## src/rtl/store_buffer_pkg.sv

```systemverilog
// Shared types for the store buffer: common data bus broadcast payload.
package store_buffer_pkg;

    localparam int unsigned DATA_W = 16;
    localparam int unsigned ROB_W  = 3;

    typedef struct packed {
        logic              valid;
        logic [ROB_W-1:0]  tag;
        logic [DATA_W-1:0] data;
    } cdb_t;

endpackage

```

## src/rtl/store_buffer_if.sv

```systemverilog
// Dcache write port: request with address/data/lane enables, single-bit completion.
interface store_buffer_if #(
    parameter int unsigned data_width = 16
) ();

    logic                  dmem_write;
    logic [data_width-1:0] dmem_addr;
    logic [data_width-1:0] dmem_wdata;
    logic [1:0]            dmem_byte_enable;
    logic                  dmem_resp;

    modport master (
        output dmem_write, dmem_addr, dmem_wdata, dmem_byte_enable,
        input  dmem_resp
    );

    modport slave (
        input  dmem_write, dmem_addr, dmem_wdata, dmem_byte_enable,
        output dmem_resp
    );

endinterface

```

## src/rtl/store_buffer.sv

```systemverilog
// In-order store queue: allocates STR/STB, snoops the CDB for operands, and writes
// committed, resolved stores to the dcache one at a time from the head.
module store_buffer
    import store_buffer_pkg::*;
#(
    parameter int unsigned data_width     = DATA_W,
    parameter int unsigned entries_addr   = 2,
    parameter int unsigned rob_addr_width = ROB_W
) (
    input  logic                      clk,
    input  logic                      rst_n,
    input  logic                      WE,
    input  logic                      flush,
    input  logic [rob_addr_width-1:0] Qb_in,
    input  logic [data_width-1:0]     Vb_in,
    input  logic                      Vb_valid_in,
    input  logic [rob_addr_width-1:0] Qs_in,
    input  logic [data_width-1:0]     Vs_in,
    input  logic                      Vs_valid_in,
    input  logic [data_width-1:0]     offset_in,
    input  logic                      byte_in,
    input  logic [rob_addr_width-1:0] dest_in,
    input  cdb_t                      CDB_in,
    input  logic                      commit,
    input  logic [rob_addr_width-1:0] commit_tag,
    store_buffer_if.master            dmem,
    output logic                      empty,
    output logic                      full
);

    localparam int unsigned N     = 1 << entries_addr;
    localparam int unsigned CNT_W = entries_addr + 1;

    typedef struct packed {
        logic                      valid;
        logic                      committed;
        logic [data_width-1:0]     vb;
        logic [rob_addr_width-1:0] qb;
        logic                      rb;
        logic [data_width-1:0]     vs;
        logic [rob_addr_width-1:0] qs;
        logic                      rs;
        logic [data_width-1:0]     offset;
        logic                      is_byte;
        logic [rob_addr_width-1:0] dest;
    } entry_t;

    typedef enum logic {IDLE, WRITE} state_t;

    entry_t                ent_q [N];
    entry_t                ent_d [N];
    logic [entries_addr-1:0] head_q, head_d, tail_q, tail_d;
    logic [CNT_W-1:0]      count_q, count_d;
    state_t                state_q, state_d;
    logic                  write_q, write_d;
    logic [data_width-1:0] addr_q, addr_d, wdata_q, wdata_d;
    logic [1:0]            be_q, be_d;

    assign empty = (count_q == '0);
    assign full  = (count_q == CNT_W'(N));

    assign dmem.dmem_write       = write_q;
    assign dmem.dmem_addr        = addr_q;
    assign dmem.dmem_wdata       = wdata_q;
    assign dmem.dmem_byte_enable = be_q;

    always_ff @(posedge clk or negedge rst_n) begin
        if (!rst_n) begin
            for (int i = 0; i < int'(N); i++) ent_q[i] <= '0;
            head_q  <= '0;
            tail_q  <= '0;
            count_q <= '0;
            state_q <= IDLE;
            write_q <= 1'b0;
            addr_q  <= '0;
            wdata_q <= '0;
            be_q    <= '0;
        end else begin
            for (int i = 0; i < int'(N); i++) ent_q[i] <= ent_d[i];
            head_q  <= head_d;
            tail_q  <= tail_d;
            count_q <= count_d;
            state_q <= state_d;
            write_q <= write_d;
            addr_q  <= addr_d;
            wdata_q <= wdata_d;
            be_q    <= be_d;
        end
    end

    // Update order: snoop, commit, FSM pop, then flush or allocate.
    always_comb begin
        entry_t      head_ent;
        entry_t      new_ent;
        logic        pop;
        logic        alloc;
        int unsigned keep;

        for (int i = 0; i < int'(N); i++) ent_d[i] = ent_q[i];
        head_d   = head_q;
        tail_d   = tail_q;
        count_d  = count_q;
        state_d  = state_q;
        write_d  = write_q;
        addr_d   = addr_q;
        wdata_d  = wdata_q;
        be_d     = be_q;
        head_ent = ent_q[head_q];
        new_ent  = '0;
        pop      = 1'b0;
        alloc    = 1'b0;
        keep     = 0;

        if (CDB_in.valid) begin
            for (int i = 0; i < int'(N); i++) begin
                if (ent_q[i].valid && !ent_q[i].rb && ent_q[i].qb == CDB_in.tag) begin
                    ent_d[i].vb = CDB_in.data;
                    ent_d[i].rb = 1'b1;
                end
                if (ent_q[i].valid && !ent_q[i].rs && ent_q[i].qs == CDB_in.tag) begin
                    ent_d[i].vs = CDB_in.data;
                    ent_d[i].rs = 1'b1;
                end
            end
        end

        if (commit) begin
            for (int i = 0; i < int'(N); i++) begin
                if (ent_q[i].valid && ent_q[i].dest == commit_tag) ent_d[i].committed = 1'b1;
            end
        end

        case (state_q)
            IDLE: begin
                if (head_ent.valid && head_ent.committed && head_ent.rb && head_ent.rs) begin
                    addr_d = head_ent.vb + head_ent.offset;
                    if (head_ent.is_byte) begin
                        wdata_d = {head_ent.vs[7:0], head_ent.vs[7:0]};
                        be_d    = addr_d[0] ? 2'b10 : 2'b01;
                    end else begin
                        wdata_d = head_ent.vs;
                        be_d    = 2'b11;
                    end
                    write_d = 1'b1;
                    state_d = WRITE;
                end
            end
            WRITE: begin
                if (dmem.dmem_resp) begin
                    ent_d[head_q].valid     = 1'b0;
                    ent_d[head_q].committed = 1'b0;
                    head_d  = head_q + entries_addr'(1);
                    write_d = 1'b0;
                    state_d = IDLE;
                    pop     = 1'b1;
                end
            end
            default: state_d = IDLE;
        endcase

        if (flush) begin
            // Committed entries form a prefix from head, so they are all that survive.
            for (int i = 0; i < int'(N); i++) begin
                if (!ent_d[i].committed) ent_d[i].valid = 1'b0;
                else if (ent_d[i].valid) keep++;
            end
            tail_d  = head_d + entries_addr'(keep);
            count_d = CNT_W'(keep);
        end else begin
            if (WE && !full) begin
                alloc           = 1'b1;
                new_ent.valid   = 1'b1;
                new_ent.qb      = Qb_in;
                new_ent.qs      = Qs_in;
                new_ent.offset  = offset_in;
                new_ent.is_byte = byte_in;
                new_ent.dest    = dest_in;
                new_ent.rb      = Vb_valid_in || (CDB_in.valid && CDB_in.tag == Qb_in);
                new_ent.vb      = Vb_valid_in ? Vb_in : CDB_in.data;
                new_ent.rs      = Vs_valid_in || (CDB_in.valid && CDB_in.tag == Qs_in);
                new_ent.vs      = Vs_valid_in ? Vs_in : CDB_in.data;
                ent_d[tail_q]   = new_ent;
                tail_d          = tail_q + entries_addr'(1);
            end
            count_d = count_q - CNT_W'(pop) + CNT_W'(alloc);
        end
    end

endmodule

```

## src/flat_wrapper.sv

```systemverilog
// flat-port wrapper written by rule: the top's interface ports become plain ports
module store_buffer_flat import store_buffer_pkg::*;
#(
    parameter int unsigned data_width     = DATA_W,
    parameter int unsigned entries_addr   = 2,
    parameter int unsigned rob_addr_width = ROB_W
)
  (clk, rst_n, WE, flush, Qb_in, Vb_in, Vb_valid_in, Qs_in, Vs_in, Vs_valid_in, offset_in, byte_in, dest_in, CDB_in, commit, commit_tag, empty, full, dmem_dmem_write, dmem_dmem_addr, dmem_dmem_wdata, dmem_dmem_byte_enable, dmem_dmem_resp);
  store_buffer_if #(.data_width(data_width)) dmem_i ();
  input  logic clk;
  input  logic rst_n;
  input  logic WE;
  input  logic flush;
  input  logic [rob_addr_width-1:0] Qb_in;
  input  logic [data_width-1:0] Vb_in;
  input  logic Vb_valid_in;
  input  logic [rob_addr_width-1:0] Qs_in;
  input  logic [data_width-1:0] Vs_in;
  input  logic Vs_valid_in;
  input  logic [data_width-1:0] offset_in;
  input  logic byte_in;
  input  logic [rob_addr_width-1:0] dest_in;
  input  cdb_t CDB_in;
  input  logic commit;
  input  logic [rob_addr_width-1:0] commit_tag;
  output logic empty;
  output logic full;
  output wire logic [$bits(dmem_i.dmem_write)-1:0] dmem_dmem_write;
  output wire logic [$bits(dmem_i.dmem_addr)-1:0] dmem_dmem_addr;
  output wire logic [$bits(dmem_i.dmem_wdata)-1:0] dmem_dmem_wdata;
  output wire logic [$bits(dmem_i.dmem_byte_enable)-1:0] dmem_dmem_byte_enable;
  input wire logic [$bits(dmem_i.dmem_resp)-1:0] dmem_dmem_resp;
  assign dmem_dmem_write = dmem_i.dmem_write;
  assign dmem_dmem_addr = dmem_i.dmem_addr;
  assign dmem_dmem_wdata = dmem_i.dmem_wdata;
  assign dmem_dmem_byte_enable = dmem_i.dmem_byte_enable;
  assign dmem_i.dmem_resp = dmem_dmem_resp;
  store_buffer #(.data_width(data_width), .entries_addr(entries_addr), .rob_addr_width(rob_addr_width)) u_core (.clk(clk), .rst_n(rst_n), .WE(WE), .flush(flush), .Qb_in(Qb_in), .Vb_in(Vb_in), .Vb_valid_in(Vb_valid_in), .Qs_in(Qs_in), .Vs_in(Vs_in), .Vs_valid_in(Vs_valid_in), .offset_in(offset_in), .byte_in(byte_in), .dest_in(dest_in), .CDB_in(CDB_in), .commit(commit), .commit_tag(commit_tag), .dmem(dmem_i), .empty(empty), .full(full));
endmodule
```

## config.mk

```make
export PLATFORM = sky130hd
export DESIGN_NAME = store_buffer_flat
export DESIGN_NICKNAME = d
export VERILOG_FILES = /design/src/rtl/store_buffer_pkg.sv /design/src/rtl/store_buffer_if.sv /design/src/rtl/store_buffer.sv /design/src/flat_wrapper.sv
export SDC_FILE = /design/constraint.sdc
export NUM_CORES = 1
export LEC_CHECK = 0
export ABC_CLOCK_PERIOD_IN_PS = 5600
export CAP_MARGIN = 20
export CORE_AREA = 2 2 158 160
export CTS_BUF_LIST = sky130_fd_sc_hd__clkbuf_4
export DETAILED_ROUTE_END_ITERATION = 10
export DIE_AREA = 0 0 160 162
export PLACE_DENSITY = 0.82
export RECOVER_POWER = 100
export SLEW_MARGIN = 25
export SYNTH_ARGS = -nofsm -noshare
export SYNTH_HDL_FRONTEND = slang
export SYNTH_SLANG_ARGS = --single-unit
```

## constraint.sdc

```tcl
create_clock -name clk -period 5.6 [get_ports clk]
set_input_delay 0.56 -clock clk [delete_from_list [all_inputs] [get_ports clk]]
set_output_delay 0.56 -clock clk [all_outputs]
set_load 0.01 [all_outputs]
```

# --- Word-level counts from Yosys, hierarchy flattened ---
# Cells that the tools add are included.
classes:
  addsub: 9
  n_lt_le_gt_ge: 4
  n_eq_ne: 17
  muxes: 95
  n_bitwise: 3
  reduce_logical: 43
op_table:
  columns: ["operator", "n"]
  rows:
  - ["248-bit bitwise mux", 3]
  - ["248-bit 2-to-1 mux", 3]
  - ["62-bit demux with 2-bit select", 3]
  - ["61-bit 2-to-1 mux", 5]
  - ["62-bit 2-to-1 mux", 4]
  - ["16-bit 2-to-1 mux", 15]
  - ["62-bit binary-select mux with 2-bit select", 1]
  - ["17-bit 2-to-1 mux", 4]
  - ["3-bit equality test", 14]
  - ["1-bit 2-to-1 mux", 38]
  - ["3-bit 2-to-1 mux", 11]
  - ["1-bit logical AND", 28]
  - ["16-bit adder", 1]
  - ["2-bit 2-to-1 mux", 6]
  - ["3-bit by 1-bit adder with 3-bit output, second input constant", 3]
  - ["1-bit zero test", 9]
  - ["3-bit >= comparator, second input constant", 2]
  - ["3-bit by 1-bit < comparator with 1-bit output, second input constant", 2]
  - ["2-bit NOT with 3-bit output", 2]
  - ["2-bit by 1-bit adder with 2-bit output, second input constant", 2]
  - ["1-bit one-hot mux with 2 select lines", 2]
  - ["2-bit AND reduction", 2]
  - ["3-bit by 1-bit adder with 3-bit output", 1]
  - ["3-bit equality test, second input constant", 1]
  - ["8 further kinds", 9]
totals:
  ff_bits: 291
  inputBits: 89
  out_inout_bits: 37
  wordCells: 223

# --- Logic depth before layout (Yosys ltp) ---
depth:
  word_depth: 26
  ltp_mapped: 16
  mapped_depth_nobuf: 15

# --- Worst setup path before layout ---
# Ideal clock, no wire load.
synth_timing:
  path_type: "register to register"
  start: "register u_core.head_q[0]"
  end: "register u_core.addr_q[8], in the netlist u_core.dmem.dmem_addr[8]"
  setup_ns: 0.133
  t_arrival_ns: 3.473
  t_required_ns: 5.467
  path_slack_ns: 1.993
  stages_incl_launch_ff: 15
  path_buffers: 3
  period_less_slack_ns: 3.607
  cell_sequence: "dfrtp_1 clkbuf_1 buf_1 buf_2 mux4_2 ha_1 inv_1 fa_1 nor2b_1 o21a_1 a311o_1 a21o_1 a21oi_1 xor2_1 o21ai_0"
synth_via:
  elab_chain_len: 8
  word_cells_on_any_way: 9
  cone_classes: "1 x add/sub; 3 x mux; 1 x bitwise; 4 x reduce/logical"
synth_rtl:
  columns: ["item", "line_no", "text"]
  rows:
  - ["start: declaration", "store_buffer.sv:52", "logic [entries_addr-1:0] head_q, head_d, tail_q, tail_d;"]
  - ["start signal: assignment", "store_buffer.sv:70", "head_q <= '0;"]
  - ["start signal: assignment", "store_buffer.sv:80", "head_q <= head_d;"]
  - ["2-bit NOT with 3-bit output (not written as such) (*)", "store_buffer.sv:108", "head_ent = ent_q[head_q];"]
  - ["62-bit binary-select mux with 2-bit select (*)", "store_buffer.sv:108", null]
  - ["62-bit 2-to-1 mux (not written as such) (*) (2 in a row)", "store_buffer.sv:108", null]
  - ["branches (longest 4 deep; another with 16-bit adder)", null, null]
  - ["end signal: assignment", "store_buffer.sv:85", "addr_q <= addr_d;"]
  - ["end: declaration", "store_buffer.sv:56", "logic [data_width-1:0] addr_q, addr_d, wdata_q, wdata_d;"]
# Every way passes the cells marked *. The select of a mux whose other input is x is not followed.
# A chain may end at the register's enable or synchronous reset.

# --- Worst setup path after layout ---
layout_timing:
  start: "register u_core.head_q[0]"
  end: "register u_core.addr_q[15], in the netlist u_core.dmem.dmem_addr[15]"
# Same word-level chain as after synthesis.

==> run summary <==
Top-count cell post-synth: dfrtp_1
Setup Skew: 54.70 ps
Routed via count: 11730
EDFF count, synth: 0
Area contributors post-synth: dfrtp_1 (51%), mux4_2 (7.6%), nor2_1 (6.9%)
First-pass DRT Iterations: 6
RSZ-0062 raised after global routing: no
R2R Path Start: u_core.head_q[0]
Worst min path class: primary input to asynchronous set/reset pin
Cell variety after synth: 47
Avg Inst Size Synth: 10.17 um^2
R2r worst-path depth: 9
Port Buffer Count: 125
Placed Area: 0.01573 mm^2
CTS root buf: clkbuf_4
Worst setup margin: 949.5 ps
GRT Total Usage: 30.92%
Peak VDD IR: 0.0002297 V
Drt first-iter violations: 1208
Final Total Pwr: 9.282 mW
Detail Placement HPWL: 25.31 mm
Worst EP required: 6130 ps
Max_slew headroom: -20.10%
Setup violators final: 0
Final Hold Vio Count: 0
Number of max-cap violations: 7
Ys Warns: 0
Nets: 1654
Asr flop ratio synth: 100.0%
R2r endpoint: u_core.dmem.dmem_addr[15]
Row cnt: 57
CTS tree: yes
Largest net degree at the start of global routing: 134
Overall die width: 160 um
Global route total overflow: 0
CTS max path bufs: 3
Ports: 126
Status: finished with violations
Commonest register cell after synthesis: dfrtp_1
Clk pin slew, worst setup/hold paths: 70 ps
Die height: 162 um
Htree depth: 3
Final Cycle Share: 83.04%
Die Area: 0.02592 mm^2
Synth top area share: 50.86%
CTS sink cnt: 291
Worst Max-Slew Pin Slew: 1751 ps
Synthesized area: 0.01432 mm^2
Register area share after synthesis: 50.86%
Leading area contributor after synthesis: dfrtp_1
Vias per cell: 6.125
Share of cells above drive strength 1: 15.49%
Routed wire length: 39.63 mm
DRT antenna net count: 0
Syn Nets: 1528
Failing checks: capacitance limit, slew limit
P&R area growth vs syn: 16.82%
First-pass GRT wire length: 62.71 mm
Critical-path maximum fanout: 29
Fmax: 0.2150 GHz
Crit end category: flip-flop
TritonCTS buffer count: 78
Vias in the first global route: 11820
Initial Utilization: 59.39%
Syn Inst Count: 1408
Multi-input combinational cell area: 0.006641 mm^2
Reg2Reg Setup Slack: 950 ps
Clock period minus worst slack: 4650 ps
Leakage: 7.536 nW
Register bit total from synthesis: 291
Drt wl/cell: 20.70 um
Max Transition Viols Final: 183
Synth top cells by count: dfrtp_1 (291), nor2_1 (265), nand2_1 (242)
Final GP Congestion: 0.9099
Initial antenna violation count: 1
Fillers: 1785
Core area: 0.02411 mm^2
Storage cell area: 0.007283 mm^2
Startpoint types: flip-flop
Worst-Skew Late Latency: 720 ps
Post-route cell area: 0.01673 mm^2
Critical path class: flip-flop to flip-flop
PwrDens: 555.0 mW/mm^2
Drt drc: 0
Crit path DAT: 5180 ps
Setup TNS: 0 ps
Post-place setup slack: 1462 ps
## final cells by class
| class | instances | area share, % |
|---|---|---|
| flip-flops and latches | 291 | 43.54 |
| well taps | 324 | 2.424 |
| multi-input cells | 1008 | 39.71 |
| inverters | 17 | 0.3815 |
| clock buffers | 111 | 4.982 |
| diodes | 3 | 0.04488 |
| clock inverters | 23 | 0.8453 |
| repair buffers | 138 | 8.072 |
## cells by family after synthesis
group | share of synthesized area, %
XOR/XNOR | 4.308
AO/OA/AOI/OAI | 9.639
AND/OR/NAND/NOR | 15.97
buffers and inverters | 3.233
multiplexers | 13.17
adder cells (fa/ha/maj) | 2.814
flip-flops | 50.86
## metrics by stage
stage	hold slack [ps]	util, %	instances
finish	418.5	69.39	1915
global route	478.8	69.38	1914
CTS	447.3	69.32	1912
detailed placement	461.6	65.24	1777
global placement	452.2	65.20	1777
floorplan	264.4	-	1408
## how the worst max path moves through the flow
stage | from | endpoint | depth (start not counted)
CTS | u_core.head_q[0] | u_core.dmem.dmem_addr[14] | 12
floorplan | u_core.head_q[0] | u_core.dmem.dmem_addr[8] | 14
detailed placement | u_core.head_q[0] | u_core.dmem.dmem_addr[14] | 12
global placement | u_core.head_q[0] | u_core.dmem.dmem_addr[12] | 12
global route | u_core.head_q[0] | u_core.dmem.dmem_addr[15] | 9
finish | u_core.head_q[0] | u_core.dmem.dmem_addr[15] | 9
## metal layers
metal | vias up | part of all wire, % | wire length [um] | track usage (%)
met5 | - | 0 | 0 | 0
met4 | 0 | 3.7 | 1449 | 15.52
met3 | 120 | 10 | 3956 | 7.303
met2 | 731 | 47 | 18770 | 48.78
met1 | 5713 | 39 | 15460 | 40.71
li1 | 5166 | - | - | -
## critical path, stage by stage (launching register included)
cell       delay, ps
dfrtp_1         1390
buf_4            640
mux4_2           620
ha_1             390
a2111o_1         390
a21oi_1          290
o2111ai_1        220
a41oi_1          300
xnor2_1          140
o21ai_0           80
## state kept, by name (all words and copies together) (netlist names), 2 cells and up
| register | flops |
|---|---|
| u_core.dmem.dmem_byte_enable | 2 |
| u_core.tail_q | 2 |
| u_core.dmem.dmem_wdata | 16 |
| u_core.dmem.dmem_addr | 16 |
| u_core.head_q | 2 |
| u_core.ent_q | 248 |
| u_core.count_q | 3 |
## where the power goes
group / leakage [nW] / total [mW] / switching, mW / internal (mW)
logic: 3.46 / 3.68 / 1.92 / 1.76
registers: 3.49 / 3.72 / 0.631 / 3.08
clock network: 0.579 / 1.89 / 0.888 / 1.00
## placed cells by master (no fill, tap or decap), types with 3 or more instances in the layout
cell | netlist | routed
nand2b_1 | 3 | 3
inv_1 | 17 | 17
or2_1 | 3 | 3
mux4_2 | 48 | 48
clkbuf_1 | 36 | 5
clkinv_1 | 0 | 18
nand3_1 | 15 | 15
nor4_1 | 10 | 10
buf_4 | 0 | 6
o211ai_1 | 3 | 3
xnor2_1 | 38 | 39
nor3b_1 | 4 | 5
mux2i_1 | 17 | 11
mux2i_4 | 1 | 7
and2_0 | 0 | 5
nor2_1 | 265 | 266
and2_1 | 10 | 5
nand4_1 | 3 | 3
clkdlybuf4s50_1 | 0 | 87
a41oi_1 | 4 | 4
or2_2 | 6 | 6
a21oi_1 | 11 | 10
diode_2 | 0 | 3
o21a_1 | 4 | 4
dlygate4sd3_1 | 0 | 38
clkbuf_4 | 0 | 111
a31oi_1 | 4 | 4
nand2_1 | 242 | 242
a21o_1 | 9 | 9
xor2_1 | 28 | 28
o22ai_1 | 130 | 130
ha_1 | 29 | 29
mux2_2 | 53 | 53
o21ai_0 | 47 | 47
dfrtp_1 | 291 | 290
## what timing repair did
item / CTS / global route
resized for setup: 0 / 0
hold buffers: 1 / 0
buffers inserted: 0 / 0
hold endpoints to repair: 87 / 0
No activity file was read; power rests on OpenSTA's default activity.
